### src/rtl/vtc_pkg.sv
// Shared types, mode table and test-pattern colours for the multimode video timing controller.
package vtc_pkg;

    localparam int VTC_CNT_W    = 12;
    localparam int VTC_MODE_MAX = 4;

    typedef enum logic {
        VTC_IDLE = 1'b0,
        VTC_RUN  = 1'b1
    } vtc_state_e;

    typedef struct packed {
        logic [VTC_CNT_W-1:0] h_active;
        logic [VTC_CNT_W-1:0] h_sync_start;
        logic [VTC_CNT_W-1:0] h_sync_end;
        logic [VTC_CNT_W-1:0] h_frame;
        logic [VTC_CNT_W-1:0] v_active;
        logic [VTC_CNT_W-1:0] v_sync_start;
        logic [VTC_CNT_W-1:0] v_sync_end;
        logic [VTC_CNT_W-1:0] v_frame;
        logic                 h_pol;
        logic                 v_pol;
    } vtc_mode_t;

    // Entry 2 is a short 16x8 diagnostic raster for bring-up/loopback; entry 3 is 640x480.
    localparam vtc_mode_t VTC_MODE_TABLE [VTC_MODE_MAX] = '{
        '{12'd1280, 12'd1328, 12'd1440, 12'd1688, 12'd1024, 12'd1025, 12'd1028, 12'd1066, 1'b1, 1'b1},
        '{12'd1280, 12'd1390, 12'd1430, 12'd1650, 12'd720,  12'd725,  12'd730,  12'd750,  1'b1, 1'b1},
        '{12'd16,   12'd18,   12'd20,   12'd24,   12'd8,    12'd9,    12'd10,   12'd12,   1'b0, 1'b0},
        '{12'd640,  12'd656,  12'd752,  12'd800,  12'd480,  12'd490,  12'd492,  12'd525,  1'b0, 1'b0}
    };

    localparam logic [23:0] VTC_BAR_WHITE   = 24'hFFFFFF;
    localparam logic [23:0] VTC_BAR_YELLOW  = 24'hFFFF00;
    localparam logic [23:0] VTC_BAR_CYAN    = 24'h00FFFF;
    localparam logic [23:0] VTC_BAR_GREEN   = 24'h00FF00;
    localparam logic [23:0] VTC_BAR_MAGENTA = 24'hFF00FF;
    localparam logic [23:0] VTC_BAR_RED     = 24'hFF0000;
    localparam logic [23:0] VTC_BAR_BLUE    = 24'h0000FF;
    localparam logic [23:0] VTC_BAR_BLACK   = 24'h000000;

    localparam logic [23:0] VTC_BAR_COLOR [8] = '{
        VTC_BAR_WHITE, VTC_BAR_YELLOW, VTC_BAR_CYAN, VTC_BAR_GREEN,
        VTC_BAR_MAGENTA, VTC_BAR_RED, VTC_BAR_BLUE, VTC_BAR_BLACK
    };

    function automatic logic [VTC_CNT_W-1:0] vtc_bar_width(input vtc_mode_t m);
        return m.h_active >> 3;
    endfunction

endpackage

### src/rtl/vtc_delay_line.sv
// Fixed-depth shift register with a loadable reset value; aligns Pre-side signals to the Post side.
module vtc_delay_line #(
    parameter int DEPTH = 2,
    parameter int WIDTH = 3
) (
    input  logic             clk_sys,
    input  logic             rst_b,
    input  logic [WIDTH-1:0] rst_val,
    input  logic [WIDTH-1:0] din,
    output logic [WIDTH-1:0] dout
);

    logic [WIDTH-1:0] stage_q [DEPTH];

    always_ff @(posedge clk_sys or negedge rst_b) begin
        if (!rst_b) begin
            for (int i = 0; i < DEPTH; i++) begin
                stage_q[i] <= rst_val;
            end
        end else begin
            stage_q[0] <= din;
            for (int i = 1; i < DEPTH; i++) begin
                stage_q[i] <= stage_q[i-1];
            end
        end
    end

    assign dout = stage_q[DEPTH-1];

endmodule

### src/rtl/vtc_multimode_gen.sv
// Multimode video timing generator: Pre timing for the read path, Post timing PRE_LEAD cycles later.
// Optional colour-bar test pattern on O_Tpg_Data when VTC_TPG_EN is defined.
//
// state    | meaning
// VTC_IDLE | counters held at (0,0), outputs inactive; mode sampled when enable rises
// VTC_RUN  | raster running; mode re-sampled at the last pixel of each frame
module vtc_multimode_gen
    import vtc_pkg::*;
#(
    parameter int MODE_NUM = 2,
    parameter int PRE_LEAD = 2,
    parameter int CNT_W    = 12
) (
    input  logic             Pixl_CLK,
    input  logic             Rst_n,
    input  logic             I_Enable,
    input  logic [1:0]       I_Mode_Sel,
    output logic             O_Pre_De,
    output logic             O_Pre_Vsync,
    output logic             O_Pre_Hsync,
    output logic             O_Post_De,
    output logic             O_Post_Vsync,
    output logic             O_Post_Hsync,
    output logic [CNT_W-1:0] O_H_Cnt,
    output logic [CNT_W-1:0] O_V_Cnt,
    output logic             O_Frame_Start,
    output logic [1:0]       O_Mode_Active,
    output logic [23:0]      O_Tpg_Data
);

    localparam logic [2:0] MODE_LIM = 3'(MODE_NUM);

    vtc_state_e       state_q, state_nxt;
    logic [1:0]       mode_q;
    logic [CNT_W-1:0] h_cnt_q, v_cnt_q, h_cnt_nxt, v_cnt_nxt;
    logic             run_act, mode_load, mode_ok, line_end, frame_end;
    logic             de_raw, hs_raw, vs_raw;
    vtc_mode_t        mode_cfg;
    logic [CNT_W-1:0] h_act, h_ss, h_se, h_last, v_act, v_ss, v_se, v_last;
    logic [2:0]       post_bus;

    assign mode_cfg = VTC_MODE_TABLE[mode_q];
    assign h_act    = CNT_W'(mode_cfg.h_active);
    assign h_ss     = CNT_W'(mode_cfg.h_sync_start);
    assign h_se     = CNT_W'(mode_cfg.h_sync_end);
    assign h_last   = CNT_W'(mode_cfg.h_frame - VTC_CNT_W'(1));
    assign v_act    = CNT_W'(mode_cfg.v_active);
    assign v_ss     = CNT_W'(mode_cfg.v_sync_start);
    assign v_se     = CNT_W'(mode_cfg.v_sync_end);
    assign v_last   = CNT_W'(mode_cfg.v_frame - VTC_CNT_W'(1));

    assign mode_ok   = ({1'b0, I_Mode_Sel} < MODE_LIM);
    assign line_end  = (h_cnt_q == h_last);
    assign frame_end = line_end && (v_cnt_q == v_last);

    always_ff @(posedge Pixl_CLK or negedge Rst_n) begin
        if (!Rst_n) begin
            state_q <= VTC_IDLE;
        end else begin
            state_q <= state_nxt;
        end
    end

    always_comb begin
        state_nxt = state_q;
        case (state_q)
            VTC_IDLE: if (I_Enable)  state_nxt = VTC_RUN;
            VTC_RUN:  if (!I_Enable) state_nxt = VTC_IDLE;
            default:  state_nxt = VTC_IDLE;
        endcase
    end

    always_comb begin
        run_act   = 1'b0;
        mode_load = 1'b0;
        case (state_q)
            VTC_IDLE: mode_load = I_Enable;
            VTC_RUN: begin
                run_act   = I_Enable;
                mode_load = I_Enable && frame_end;
            end
            default: ;
        endcase
    end

    always_comb begin
        h_cnt_nxt = '0;
        v_cnt_nxt = '0;
        if (run_act) begin
            if (!line_end) begin
                h_cnt_nxt = h_cnt_q + CNT_W'(1);
                v_cnt_nxt = v_cnt_q;
            end else if (!frame_end) begin
                v_cnt_nxt = v_cnt_q + CNT_W'(1);
            end
        end
    end

    always_ff @(posedge Pixl_CLK or negedge Rst_n) begin
        if (!Rst_n) begin
            h_cnt_q <= '0;
            v_cnt_q <= '0;
            mode_q  <= 2'd0;
        end else begin
            h_cnt_q <= h_cnt_nxt;
            v_cnt_q <= v_cnt_nxt;
            if (mode_load && mode_ok) begin
                mode_q <= I_Mode_Sel;
            end
        end
    end

    assign de_raw = (h_cnt_q < h_act) && (v_cnt_q < v_act);
    assign hs_raw = (h_cnt_q >= h_ss) && (h_cnt_q < h_se);
    assign vs_raw = (v_cnt_q >= v_ss) && (v_cnt_q < v_se);

    // Mode is registered alongside the Pre outputs so it flips together with O_Frame_Start.
    always_ff @(posedge Pixl_CLK or negedge Rst_n) begin
        if (!Rst_n) begin
            O_Pre_De      <= 1'b0;
            O_Pre_Vsync   <= 1'b0;
            O_Pre_Hsync   <= 1'b0;
            O_H_Cnt       <= '0;
            O_V_Cnt       <= '0;
            O_Frame_Start <= 1'b0;
            O_Mode_Active <= 2'd0;
        end else begin
            O_Pre_De      <= run_act && de_raw;
            O_Pre_Hsync   <= (run_act && hs_raw) ? mode_cfg.h_pol : ~mode_cfg.h_pol;
            O_Pre_Vsync   <= (run_act && vs_raw) ? mode_cfg.v_pol : ~mode_cfg.v_pol;
            O_H_Cnt       <= run_act ? h_cnt_q : '0;
            O_V_Cnt       <= run_act ? v_cnt_q : '0;
            O_Frame_Start <= run_act && (h_cnt_q == '0) && (v_cnt_q == '0);
            O_Mode_Active <= mode_q;
        end
    end

    vtc_delay_line #(
        .DEPTH (PRE_LEAD),
        .WIDTH (3)
    ) u_post_dly (
        .clk_sys (Pixl_CLK),
        .rst_b   (Rst_n),
        .rst_val (3'b000),
        .din     ({O_Pre_De, O_Pre_Vsync, O_Pre_Hsync}),
        .dout    (post_bus)
    );

    assign {O_Post_De, O_Post_Vsync, O_Post_Hsync} = post_bus;

`ifdef VTC_TPG_EN
    logic [CNT_W-1:0] bar_cnt_q, bar_w_last;
    logic [2:0]       bar_idx_q;
    logic [23:0]      tpg_pre_q;

    assign bar_w_last = CNT_W'(vtc_bar_width(mode_cfg) - VTC_CNT_W'(1));

    // Bar position tracks h_cnt_q; it restarts whenever the next pixel is a line start.
    always_ff @(posedge Pixl_CLK or negedge Rst_n) begin
        if (!Rst_n) begin
            bar_cnt_q <= '0;
            bar_idx_q <= 3'd0;
            tpg_pre_q <= 24'd0;
        end else begin
            tpg_pre_q <= (run_act && de_raw) ? VTC_BAR_COLOR[bar_idx_q] : 24'd0;
            if (h_cnt_nxt == '0) begin
                bar_cnt_q <= '0;
                bar_idx_q <= 3'd0;
            end else if (bar_cnt_q == bar_w_last) begin
                bar_cnt_q <= '0;
                if (bar_idx_q != 3'd7) begin
                    bar_idx_q <= bar_idx_q + 3'd1;
                end
            end else begin
                bar_cnt_q <= bar_cnt_q + CNT_W'(1);
            end
        end
    end

    vtc_delay_line #(
        .DEPTH (PRE_LEAD),
        .WIDTH (24)
    ) u_tpg_dly (
        .clk_sys (Pixl_CLK),
        .rst_b   (Rst_n),
        .rst_val (24'd0),
        .din     (tpg_pre_q),
        .dout    (O_Tpg_Data)
    );
`else
    assign O_Tpg_Data = 24'd0;
`endif

endmodule

### config.mk
export PLATFORM = sky130hd
export DESIGN_NAME = vtc_multimode_gen
export DESIGN_NICKNAME = d
export VERILOG_FILES = /design/src/rtl/vtc_pkg.sv /design/src/rtl/vtc_delay_line.sv /design/src/rtl/vtc_multimode_gen.sv
export SDC_FILE = /design/constraint.sdc
export NUM_CORES = 1
export LEC_CHECK = 0
export BUFFER_PORTS_ARGS = -buffer_cell sky130_fd_sc_hd__buf_2
export CAP_MARGIN = 20
export CORE_MARGIN = 1.5
export CORE_UTILIZATION = 50
export CTS_CLUSTER_DIAMETER = 120
export DETAILED_ROUTE_END_ITERATION = 6
export HOLD_SLACK_MARGIN = 0.03
export PLACE_DENSITY = 0.69
export SYNTH_ARGS = -nofsm -noshare
export SYNTH_HDL_FRONTEND = slang
export SYNTH_SLANG_ARGS = --single-unit
### constraint.sdc
create_clock -name Pixl_CLK -period 5.62 [get_ports Pixl_CLK]
set_input_delay 0.281 -clock Pixl_CLK [delete_from_list [all_inputs] [get_ports Pixl_CLK]]
set_output_delay 0.281 -clock Pixl_CLK [all_outputs]
set_load 0.01 [all_outputs]
==> out/results.tsv <==
metric	value	unit
Layout Area Growth over Synthesis	10.12	%
worst vdd ir	0.1065	mV
Post-Route WL	7779	µm
Remaining Overflow, GRT	0	
outcome	finished, final reports clean	
number of buffers created by CTS	9	
number of DRC markers in iteration 0	222	
Critical Path, Cell by Cell	inv_1, ha_1, inv_1, ha_1, and4bb_1, nand4_1, or2_1, or4_1, nand3_1	
Vias/cell	5.415	
Post-Layout Cell Count	508	
Max-Cap Viols	0	
Critical Path Start Type	register	
yosys warns	0	
vias in the first global route	2654	
cts hold-fix bufs	0	
worst endpoint required time	5910	ps
PortBufs	37	
total clock sinks	63	
Yosys top cell area share	42.80	%
Residual DRC	0	
fill count	626	
Syn Inst Count	373	
most frequent cells in the layout	dfrtp_1 (63), ha_1 (42), buf_2 (37)	
Final Cell Area	0.004056	mm²
Yosys top cell by area	dfrtp_1	
Avg Inst Size Synth	9.875	µm²
post-synthesis sequential area ratio	42.80	%
die width	88.83	µm
# diodes	0	
Max stage delay cell, worst path	dfrtp_1	
most common cell after layout, fill and taps aside	dfrtp_1	
Worst Tran Pin Value	766.1	ps
crit path kind	reg2reg	
antenna-violating nets left	0	
EDFF count, synth	0	
worst min path class	in2async	
Synth area leaders	dfrtp_1 (43%), ha_1 (14%), buf_4 (4.9%)	
main flop type after synthesis	dfrtp_1	
first-pass GRT wire length	13100	µm
Synth cell types	47	
sum of negative setup slack	0	ps
Rel. slew slack	48.93	%
Initial Util	51.33	%
placed inst area	0.003834	mm²
setup repair bufs after CTS	0	
Die Ht	88.83	µm
Synth Register Bits	63	
Final Hold Fails	0	
WP buf/inv	2	
Wirelength per Cell	15.31	µm
GPL Wtd Cong	0.9533	
vias after detailed routing	2751	
htree depth	3	
Crit path largest cell delay	640	ps
Final Critical Period	3351	ps
CP arrival	3640	ps
CP max FO	20	
DP Cell Count	492	
Worst-path clk slew	80	ps
initial antenna violation count	0	
cts repair resizes	0	
Max Clock Freq	298.4	MHz
Pre-Repair DR Iteration Count	4	
row count	31	
IO Pins	62	
Die Area	0.007891	mm²
Post-Syn Area	0.003684	mm²
Leakage	2.168	nW
fin nets	451	
pre-CTS setup slack	2334	ps
HPWL after detailed placement	5278	µm
setup violators final	0	
Tcrit/Tclk final	59.63	%
Final Power	0.0009493	W
worst skew pair latency	350	ps
Crit. End Element	register	
fin worst setup slack	2269	ps
FFs w/ async S/R, synth	100.0	%
fin. max-slew vios	0	
core area	0.007176	mm²
GR Util All Layers	22.05	%
clk_skew	15.92	ps
pin count of the biggest net entering global routing	64	
power density over cell area	234.0	mW/mm²
Top delay family on crit path	simple AND/OR/NAND/NOR gates	
unrepaired setup endpoints after global routing	false	
Root Buffer	clkbuf_8	
CTS tree	built	
Max clock buf depth	2	
layout cell share with drive strength beyond 1	14.18	%
-- metrics by stage --
| step | utilization [%] | hold slack [ps] |
|---|---|---|
| finish | 56.53 | 85.91 |
| global route | 56.53 | 153.4 |
| CTS | 56.53 | 123.7 |
| detailed placement | 53.43 | 344.4 |
| global placement | 53.43 | 339.5 |
| floorplan | - | -14.59 |
-- synthesized netlist by cell type, types with 2 or more instances --
master and number:
a211o_1 3, a211oi_1 3, a21o_1 6, a21oi_1 9, a31oi_1 2, a32oi_1 3, and3_1 25, buf_2 7
buf_4 24, clkbuf_1 10, dfrtp_1 63, ha_1 42, inv_1 12, nand2_1 30, nand2b_1 3, nand3_1 22
nand4_1 10, nor2_1 24, nor2b_1 7, nor3_1 7, nor4_1 7, o211ai_1 2, o21ai_0 3, o311ai_0 4
or2_2 4, or4_1 4, xnor2_1 9, xor2_1 9
-- state kept, by name (all words and copies together), names as in the netlist --
| name | cells |
|---|---|
| O_H_Cnt | 12 |
| O_V_Cnt | 12 |
| h_cnt_q | 12 |
| v_cnt_q | 12 |
| u_post_dly.dout | 3 |
| u_post_dly.stage_q | 3 |
| O_Mode_Active | 2 |
| mode_q | 2 |
| O_Frame_Start | 1 |
| O_Pre_De | 1 |
| O_Pre_Hsync | 1 |
| O_Pre_Vsync | 1 |
| state_q | 1 |
-- final cells by class --
class,count,area [µm²],area share [%]
Sequential cell,63,1577,38.86
Timing Repair Buffer,38,192.7,4.750
Clock buffer,11,141.4,3.486
Tap cell,99,123.9,3.054
Multi-Input combinational cell,280,1896,46.73
Inverter,12,45.04,1.110
Clock inverter,5,81.33,2.005
-- where the power goes --
group	internal [W]	switching, W
Sequential	0.000457	0.00000515
Combinational	0.0000133	0.0000370
Clock	0.000262	0.000175
Total	0.000732	0.000217
-- cell families after synthesis --
| kind of cell | after synthesis | share of synthesized area (%) |
|---|---|---|
| flops | 63 | 42.80 |
| other cells | 1 | 0.1018 |
| mux | 1 | 0.3057 |
| xor+xnor | 18 | 4.280 |
| simple gates | 152 | 21.77 |
| fa+ha+maj | 42 | 14.27 |
| buf+inv | 53 | 8.084 |
| compound gates | 43 | 8.390 |
-- layer usage --
layer	up-vias	track usage (%)	part of all wire [%]
met5	-	0	0
met4	0	8.239	2.0
met2	104	32.23	45
li1	1339	-	-
met1	1294	30.44	46
met3	14	7.090	7.1
-- final timing paths --
check,start,endpoint,slack [ps],cells past startpoint
setup reg to reg,mode_q[1],v_cnt_q[11],2270,9
max in group asynchronous,Rst_n,mode_q[0],5010,2
hold reg to reg,u_post_dly.stage_q[3],u_post_dly.dout[0],350,0
min in group Pixl_CLK,I_Mode_Sel[0],mode_q[0],250,3
setup / recovery,mode_q[1],v_cnt_q[11],2270,9
hold / removal,Rst_n,O_H_Cnt[6],90,2
(Power assumes the default switching activity.)
